## src/rtl/seq_detect_fsm.sv

```systemverilog
// rtl/seq_detect_fsm.sv - Moore FSM detecting serial pattern 1011 with a detect pulse and a match counter
module seq_detect_fsm #(
  parameter int CNT_W = 8
) (
  input  logic             clk,
  input  logic             rst,
  input  logic             en,
  input  logic             d,
  input  logic             ovl,
  output logic             det,
  output logic [CNT_W-1:0] cnt,
  output logic [2:0]       state
);

  typedef enum logic [2:0] {
    S0 = 3'd0,
    S1 = 3'd1,
    S2 = 3'd2,
    S3 = 3'd3,
    S4 = 3'd4
  } state_t;

  state_t             r_state;
  state_t             w_next;
  logic               r_det;
  logic [CNT_W-1:0]   r_cnt;
  logic               w_hit;

  always_comb begin
    w_next = r_state;
    w_hit  = en & d & (r_state == S3);
    case (r_state)
      S0: if (en) w_next = d ? S1 : S0;
      S1: if (en) w_next = d ? S1 : S2;
      S2: if (en) w_next = d ? S3 : S0;
      S3: if (en) w_next = d ? S4 : S2;
      // Overlap keeps the trailing "1" so a following "0" lands in S2.
      S4: if (en) w_next = d ? S1 : (ovl ? S2 : S0);
      default: w_next = S0;
    endcase
  end

  always_ff @(posedge clk) begin
    if (rst) begin
      r_state <= S0;
      r_det   <= 1'b0;
      r_cnt   <= '0;
    end else begin
      r_state <= w_next;
      r_det   <= w_hit;
      if (w_hit && (r_cnt != {CNT_W{1'b1}}))
        r_cnt <= r_cnt + CNT_W'(1);
    end
  end

  assign state = r_state;
  assign det   = r_det;
  assign cnt   = r_cnt;

endmodule
```

## config.mk

```make
export PLATFORM = sky130hd
export DESIGN_NAME = seq_detect_fsm
export DESIGN_NICKNAME = d
export VERILOG_FILES = /design/src/rtl/seq_detect_fsm.sv
export SDC_FILE = /design/constraint.sdc
export NUM_CORES = 1
export LEC_CHECK = 0
export CAP_MARGIN = 15
export CORE_AREA = 3 3 40 42
export CTS_CLUSTER_DIAMETER = 200
export DETAILED_ROUTE_END_ITERATION = 10
export DIE_AREA = 0 0 43 45
export PLACE_DENSITY = 0.77
export SLEW_MARGIN = 25
export SYNTH_ARGS = -nofsm -noshare
export SYNTH_HDL_FRONTEND = slang
export SYNTH_SLANG_ARGS = --single-unit
```

## constraint.sdc

```tcl
create_clock -name clk -period 2.7 [get_ports clk]
set_input_delay 0.405 -clock clk [delete_from_list [all_inputs] [get_ports clk]]
set_output_delay 0.405 -clock clk [all_outputs]
set_load 0.005 [all_outputs]
```

==> summary.txt, run 1 <==
number of endpoints with negative hold slack in the final report: 0
category of the worst setup path launch point: input port
area enclosed by the die boundary: 1940 sq um
# hold bufs at CTS: 0
most frequently used flop master after synthesis: sky130_fd_sc_hd__dfxtp_1
RD Place Congestion: 0.736
total routed wire length on the met1 layer: 650 um
Yosys reg bits: 12
Sinks on Clock Net: 12
Total Routed Length: 1350 um
Power Total: 314 uW
via count: 613
placed cell count: 102
proportion of synthesized chip area in sequential cells: 39.6%
worst min-delay path endpoint: cnt[0]
Synth Area per Inst: 8.31 sq um
clock tree from TritonCTS: done
slew at the pin with the worst max-slew slack: 0.460 ns
final count of pins violating max slew: 0
Avg WL per Cell: 12.8 um
Die Y: 45 um
metal3 WL: 60 um
r2r worst-path depth: 4
cell with the largest stage delay on the worst path: sky130_fd_sc_hd__or4b_1
CTS root buffer: sky130_fd_sc_hd__clkbuf_4
Starting Density: 47.2%
number of global-route vias before repair: 537
number of flops mapped to enable cells by yosys: 0
Final setup viols: 0
Final min period: 2.04 ns
chain of cells forming the critical path: clkdlybuf4s50_1 -> inv_1 -> or3_1 -> or4b_1 -> a21oi_1
number of nets with antenna violations after detailed routing: 0
post-CTS setup buffers: 0
type of the worst setup path: input port to register
yosys warns: 0
Post-Synthesis Cell Area: 607 sq um
worst setup path startpoint: en
path type of the worst min-delay path: register to register
startpoint of the worst register-to-register path: state[0]
Total Routing Usage GR: 15.6%
headroom to the max-slew limit: 69.1%
Clock transition at path regs: 0.06 ns
upper clock frequency limit: 0.490 GHz
highest routed layer: met4
WHS Path Cells: 2
number of distinct library cells after synthesis: 29
DP HPWL: 995 um
Pre-Repair DR Iteration Count: 4
maximum capacitance violations: 0
launch point of the worst hold path: cnt[0]
total negative setup slack: 0 ns
CP required: 2.89 ns
share of final-layout standard cells stronger than drive strength 1: 5.56%
buffers plus inverters on the worst setup path: 2
worst reg2reg setup slack: 0.90 ns
stage delay of the slowest cell on the critical path: 0.53 ns
number of nets produced by synthesis: 79
maximum number of pins on one net before global-route repair: 14
cts bufs inserted: 3
layout net count: 98
antenna cells: 0
later-pin clock latency in the skew report: 0.27 ns
DRC violation total after the first TritonRoute iteration: 13
arrival time of data at the critical path endpoint: 2.23 ns
Layout Area Growth over Synthesis: 31.8%
Vias/cell: 5.84
crit path capture type: register
Max FO, Critical Path: 8
CTS H-tree lvls: 1
die extent in x: 43 um
core region area: 1280 sq um
worst-case clock buffer depth: 2
worst vdd rail ir drop: 0.269 mV
cell row count: 13
endpoint of the worst-slack reg-to-reg timing path: cnt[6]
detailed-route DRC error count: 0
P per Cell Area: 392 nW/um^2
final standard cell count with taps included and fillers excluded: 105
Static Leak: 0.000270 uW
setup skew after layout: 0.00400 ns
share of flip-flops with an asynchronous set or reset: 0%
number of antenna violations at the first check in global routing: 0
count of input and output buffers: 16
cell family with most CP delay: simple AND/OR/NAND/NOR gates
detailed-routed wire length on met2: 624 um
number of placed I/O pins: 17
unrepaired setup endpoints after global routing: false
Final Cycle Share: 75.5%
number of instances in the synthesized netlist: 73
number of cells upsized or downsized after cts: 0
global-route wire length before repair: 2280 um
run status: complete, no violations
global-route congestion overflow total: 0
==> cells by family (layout without fill, tap and decap cells) <==
group	Yosys count	in the layout	share of synthesized area, %
muxes	1	1	1.86
AOI/OAI and AO/OA	21	21	20.6
adders and majority gates	1	1	2.06
DFF	12	12	39.6
buffers and inverters	3	20	2.06
and+or+nand+nor	35	35	33.8
==> worst min-delay path: stages (launching register included) <==
cell	delay (ns)
sky130_fd_sc_hd__dfxtp_1	0.34
sky130_fd_sc_hd__o21ai_0	0.08
sky130_fd_sc_hd__a21oi_1	0.06
==> registers in the layout (all words and copies together) (netlist names) <==
| signal | cells |
|---|---|
| cnt | 8 |
| state | 3 |
| det | 1 |
==> through the flow <==
stage	util (%)	area, sq um	hold WS, ns	setup WS (ns)
4_1_cts	62.2	800	0.534	0.688
6_report	62.2	800	0.530	0.660
3_5_place_dp	60.5	777	0.519	0.417
5_1_grt	62.2	800	0.576	0.582
2_1_floorplan	-	607	0.492	1.02
3_3_place_gp	60.5	777	0.502	0.481
==> layout make-up <==
class                      count  area [sq um]
multi-input combinational     58           354
clock buffer                   3          22.5
inverter                       1          3.75
fill                         110           485
sequential                    12           240
tap                           15          18.8
timing repair buffer          16           160
==> routing by layer <==
layer / up-vias / track usage (%)
met4: 0 / 5.42
met5: - / 0
li1: 316 / -
met2: 18 / 24.6
met1: 277 / 19.6
met3: 2 / 5.98
==> report_power, final <==
group | total, uW | internal (uW) | switching, uW | leakage [uW]
clock | 105 | 51.5 | 53.1 | 0.0000138
sequential | 182 | 179 | 3.48 | 0.0000969
combinational | 26.8 | 14.5 | 12.3 | 0.000159
total | 314 | 245 | 68.9 | 0.000270
==> layout by cell type (no fill, tap or decap), types with 2 or more instances in the layout <==
master	synthesis	layout
sky130_fd_sc_hd__and4_1	2	2
sky130_fd_sc_hd__o21ai_0	4	4
sky130_fd_sc_hd__nand2_1	6	6
sky130_fd_sc_hd__or3_1	2	2
sky130_fd_sc_hd__dfxtp_1	12	12
sky130_fd_sc_hd__nor3_1	5	5
sky130_fd_sc_hd__nor2_1	4	4
sky130_fd_sc_hd__nand3b_1	2	2
sky130_fd_sc_hd__clkbuf_4	0	3
sky130_fd_sc_hd__a21oi_1	9	9
sky130_fd_sc_hd__a31oi_1	2	2
sky130_fd_sc_hd__nand3_1	2	2
sky130_fd_sc_hd__nor2b_1	3	3
sky130_fd_sc_hd__nand4_1	3	3
sky130_fd_sc_hd__nand2b_1	2	2
sky130_fd_sc_hd__clkdlybuf4s50_1	0	16
==> worst max-delay path by stage <==
| stage | to | slack (ns) | cells after the start |
|---|---|---|---|
| 3_5_place_dp | cnt[6] | 0.42 | 5 |
| 4_1_cts | cnt[6] | 0.69 | 5 |
| 2_1_floorplan | cnt[6] | 1.02 | 5 |
| 3_3_place_gp | cnt[6] | 0.48 | 5 |
| 5_1_grt | cnt[6] | 0.58 | 5 |
| 6_report | cnt[6] | 0.66 | 5 |
==> cell usage after synthesis (2+ instances only) <==
library cell               count  area share, %
sky130_fd_sc_hd__nor2b_1       3            3.1
sky130_fd_sc_hd__nand4_1       3            3.1
sky130_fd_sc_hd__or3_1         2            2.1
sky130_fd_sc_hd__o21ai_0       4            3.3
sky130_fd_sc_hd__nand3_1       2            1.6
sky130_fd_sc_hd__a21oi_1       9            7.4
sky130_fd_sc_hd__nand3b_1      2            2.5
sky130_fd_sc_hd__nand2_1       6            3.7
sky130_fd_sc_hd__nor2_1        4            2.5
sky130_fd_sc_hd__nor3_1        5            4.1
sky130_fd_sc_hd__a31oi_1       2            2.1
sky130_fd_sc_hd__dfxtp_1      12             40
sky130_fd_sc_hd__and4_1        2            2.9
sky130_fd_sc_hd__nand2b_1      2            2.1
(Power assumes the default switching activity.)
==> run 2: changes to the inputs <==
--- a/config.mk
+++ b/config.mk
@@ -6,11 +6,11 @@
 export NUM_CORES = 1
 export LEC_CHECK = 0
 export CAP_MARGIN = 15
-export CORE_AREA = 3 3 40 42
+export CORE_MARGIN = 3
+export CORE_UTILIZATION = 40
 export CTS_CLUSTER_DIAMETER = 200
 export DETAILED_ROUTE_END_ITERATION = 10
-export DIE_AREA = 0 0 43 45
-export PLACE_DENSITY = 0.77
+export PLACE_DENSITY = 0.71
 export SLEW_MARGIN = 25
 export SYNTH_ARGS = -nofsm -noshare
 export SYNTH_HDL_FRONTEND = slang
==> constraint.sdc (replaced) <==
create_clock -name clk -period 1.7 [get_ports clk]
set_input_delay 0.255 -clock clk [delete_from_list [all_inputs] [get_ports clk]]
set_output_delay 0.255 -clock clk [all_outputs]
set_load 0.005 [all_outputs]
==> run 2 against run 1 <==
Against the previous run: worst hold slack got worse by 0.0046 ns; final area rose by 15%; register-to-register slack lost 0.78 ns; wire length up 17%; sequential cell count is the same; sequential power up 57%; die area increased by 4.4%; critical path depth unchanged; clock skew is essentially flat; non-clock buffer count up 14; power up 83%.
==> summary.txt, run 2 (same netlist as run 1, synthesis figures left out) <==
Sinks on Clock Net: 12 (unchanged)
category of the worst setup path launch point: input port (unchanged)
number of cells upsized or downsized after cts: 0 (unchanged)
DP HPWL: 1230 um (was 995 um)
number of placed I/O pins: 17 (unchanged)
number of global-route vias before repair: 632 (was 537)
final core utilization: 67.6% (was 62.2%)
highest-count cells in the layout ignoring fill and taps: 16 x sky130_fd_sc_hd__clkdlybuf4s50_1, 14 x sky130_fd_sc_hd__buf_4, 12 x sky130_fd_sc_hd__dfxtp_1 (was 16 x sky130_fd_sc_hd__clkdlybuf4s50_1, 12 x sky130_fd_sc_hd__dfxtp_1, 9 x sky130_fd_sc_hd__a21oi_1)
Final setup viols: 0 (unchanged)
flip-flop count of the largest register after layout: 8 (unchanged)
maximum number of pins on one net before global-route repair: 9 (was 14)
final count of pins violating max slew: 0 (unchanged)
type of the worst setup path: input port to register (unchanged)
worst reg2reg setup slack: 0.12 ns (was 0.90 ns)
Total Routed Length: 1570 um (was 1350 um)
Starting Density: 44.4% (was 47.2%)
path type of the worst min-delay path: register to register (unchanged)
crit path capture type: register (unchanged)
number of nets with antenna violations after detailed routing: 0 (unchanged)
die extent in x: 45.0 um (was 43 um)
Filler Cells Inserted: 122 (was 110)
Vias/cell: 5.48 (was 5.84)
Clock transition at path regs: 0.07 ns (was 0.06 ns)
cts bufs inserted: 3 (unchanged)
CTS root buffer: sky130_fd_sc_hd__clkbuf_4 (unchanged)
Layout Area Growth over Synthesis: 52.2% (was 31.8%)
run status: complete, no violations (unchanged)
Final Cycle Share: 97.6%
startpoint of the worst register-to-register path: state[2] (was state[0])
RD Place Congestion: 0.832 (was 0.736)
cell row count: 13 (unchanged)
area enclosed by the die boundary: 2020 sq um (was 1940 sq um)
Non-Filler Cell Area, Final: 923 sq um (was 800 sq um)
upper clock frequency limit: 0.603 GHz
CP required: 1.91 ns (was 2.89 ns)
CTS H-tree lvls: 1 (unchanged)
worst min-delay path endpoint: cnt[6] (was cnt[0])
later-pin clock latency in the skew report: 0.28 ns (was 0.27 ns)
count of input and output buffers: 16 (unchanged)
unrepaired setup endpoints after global routing: false (unchanged)
slew at the pin with the worst max-slew slack: 0.335 ns (was 0.460 ns)
worst vdd rail ir drop: 0.426 mV (was 0.269 mV)
layout net count: 112 (was 98)
setup skew after layout: 0.00417 ns (was 0.00400 ns)
headroom to the max-slew limit: 77.5% (was 69.1%)
clock tree from TritonCTS: done (unchanged)
arrival time of data at the critical path endpoint: 1.87 ns (was 2.23 ns)
Max FO, Critical Path: 4 (was 8)
placed cell count: 116 (was 102)
number of endpoints with negative hold slack in the final report: 0 (unchanged)
crit path setup slack, layout: 0.0416 ns (was 0.660 ns)
core region area: 1370 sq um (was 1280 sq um)
r2r worst-path depth: 4 (unchanged)
antenna cells: 0 (unchanged)
Pre-Repair DR Iteration Count: 4 (unchanged)
Static Leak: 0.000349 uW (was 0.000270 uW)
DRC violation total after the first TritonRoute iteration: 8 (was 13)
P per Cell Area: 623 nW/um^2 (was 392 nW/um^2)
share of final-layout standard cells stronger than drive strength 1: 20.0% (was 5.56%)
global-route congestion overflow total: 0 (unchanged)
Total Routing Usage GR: 18.2% (was 15.6%)
Die Y: 45.0 um (was 45 um)
via count: 658 (was 613)
post-CTS setup buffers: 0 (unchanged)
number of antenna violations at the first check in global routing: 0 (unchanged)
Final min period: 1.66 ns
launch point of the worst hold path: cnt[6] (was cnt[0])
global-route wire length before repair: 2700 um (was 2280 um)
final standard cell count with taps included and fillers excluded: 120 (was 105)
Placement Setup Slack: -0.255 ns (was 0.417 ns)
Power Total: 575 uW (was 314 uW)
Avg WL per Cell: 13.1 um (was 12.8 um)
WHS Path Cells: 2 (unchanged)
detailed-route DRC error count: 0 (unchanged)
worst-case clock buffer depth: 2 (unchanged)
# hold bufs at CTS: 0 (unchanged)
most common library cell in the layout ignoring fill and taps: sky130_fd_sc_hd__clkdlybuf4s50_1 (unchanged)
dpl cell area: 882 sq um (was 777 sq um)
endpoint of the worst-slack reg-to-reg timing path: cnt[6] (unchanged)
maximum capacitance violations: 0 (unchanged)
==> run 2: through the flow <==
step	setup TNS (ns)	hold WS, ns
finish	0	0.526
global route	0	0.585
CTS	0	0.526
detailed placement	-0.614	0.512
global placement	-0.496	0.505
floorplan	0	0.412
==> run 2: metal layers <==
metal	vias up	wire (um)	global-route usage, %
met3	5	41	2.39
met1	306	746	23.3
met2	11	745	29.1
met4	0	38	10.5
met5	-	0	0
li1	336	-	-
==> run 2: worst max-delay path by stage <==
| stage | start | end | slack [ns] | cells after the start |
|---|---|---|---|---|
| 2_1_floorplan | state[0] | cnt[6] | 0.02 | 5 |
| 6_report | en | cnt[6] | 0.04 | 5 |
| 4_1_cts | en | cnt[6] | 0.02 | 6 |
| 3_5_place_dp | en | cnt[6] | -0.26 | 6 |
| 3_3_place_gp | en | cnt[6] | -0.22 | 5 |
| 5_1_grt | en | cnt[6] | 0.008 | 6 |
==> run 2: worst max-delay path: stages <==
cell and delay (ns):
sky130_fd_sc_hd__clkdlybuf4s50_1 0.50, sky130_fd_sc_hd__inv_1 0.06, sky130_fd_sc_hd__or3_4 0.40, sky130_fd_sc_hd__or4b_1 0.51, sky130_fd_sc_hd__a21oi_1 0.15
==> run 2: layout make-up <==
type	instances	area, sq um	area share [%]
sequential	12	240	26.0
clock buffer	4	36.3	3.93
multi-input combinational	58	359	38.9
timing repair buffer	30	265	28.7
inverter	1	3.75	0.407
tap	15	18.8	2.03
==> run 2: where the power goes <==
group / leakage [uW] / internal [uW] / total [uW] / switching [uW]
registers: 0.0000969 / 284 / 286 / 2.33
logic: 0.000231 / 33.0 / 58.0 / 25.0
clock network: 0.0000210 / 130 / 231 / 101
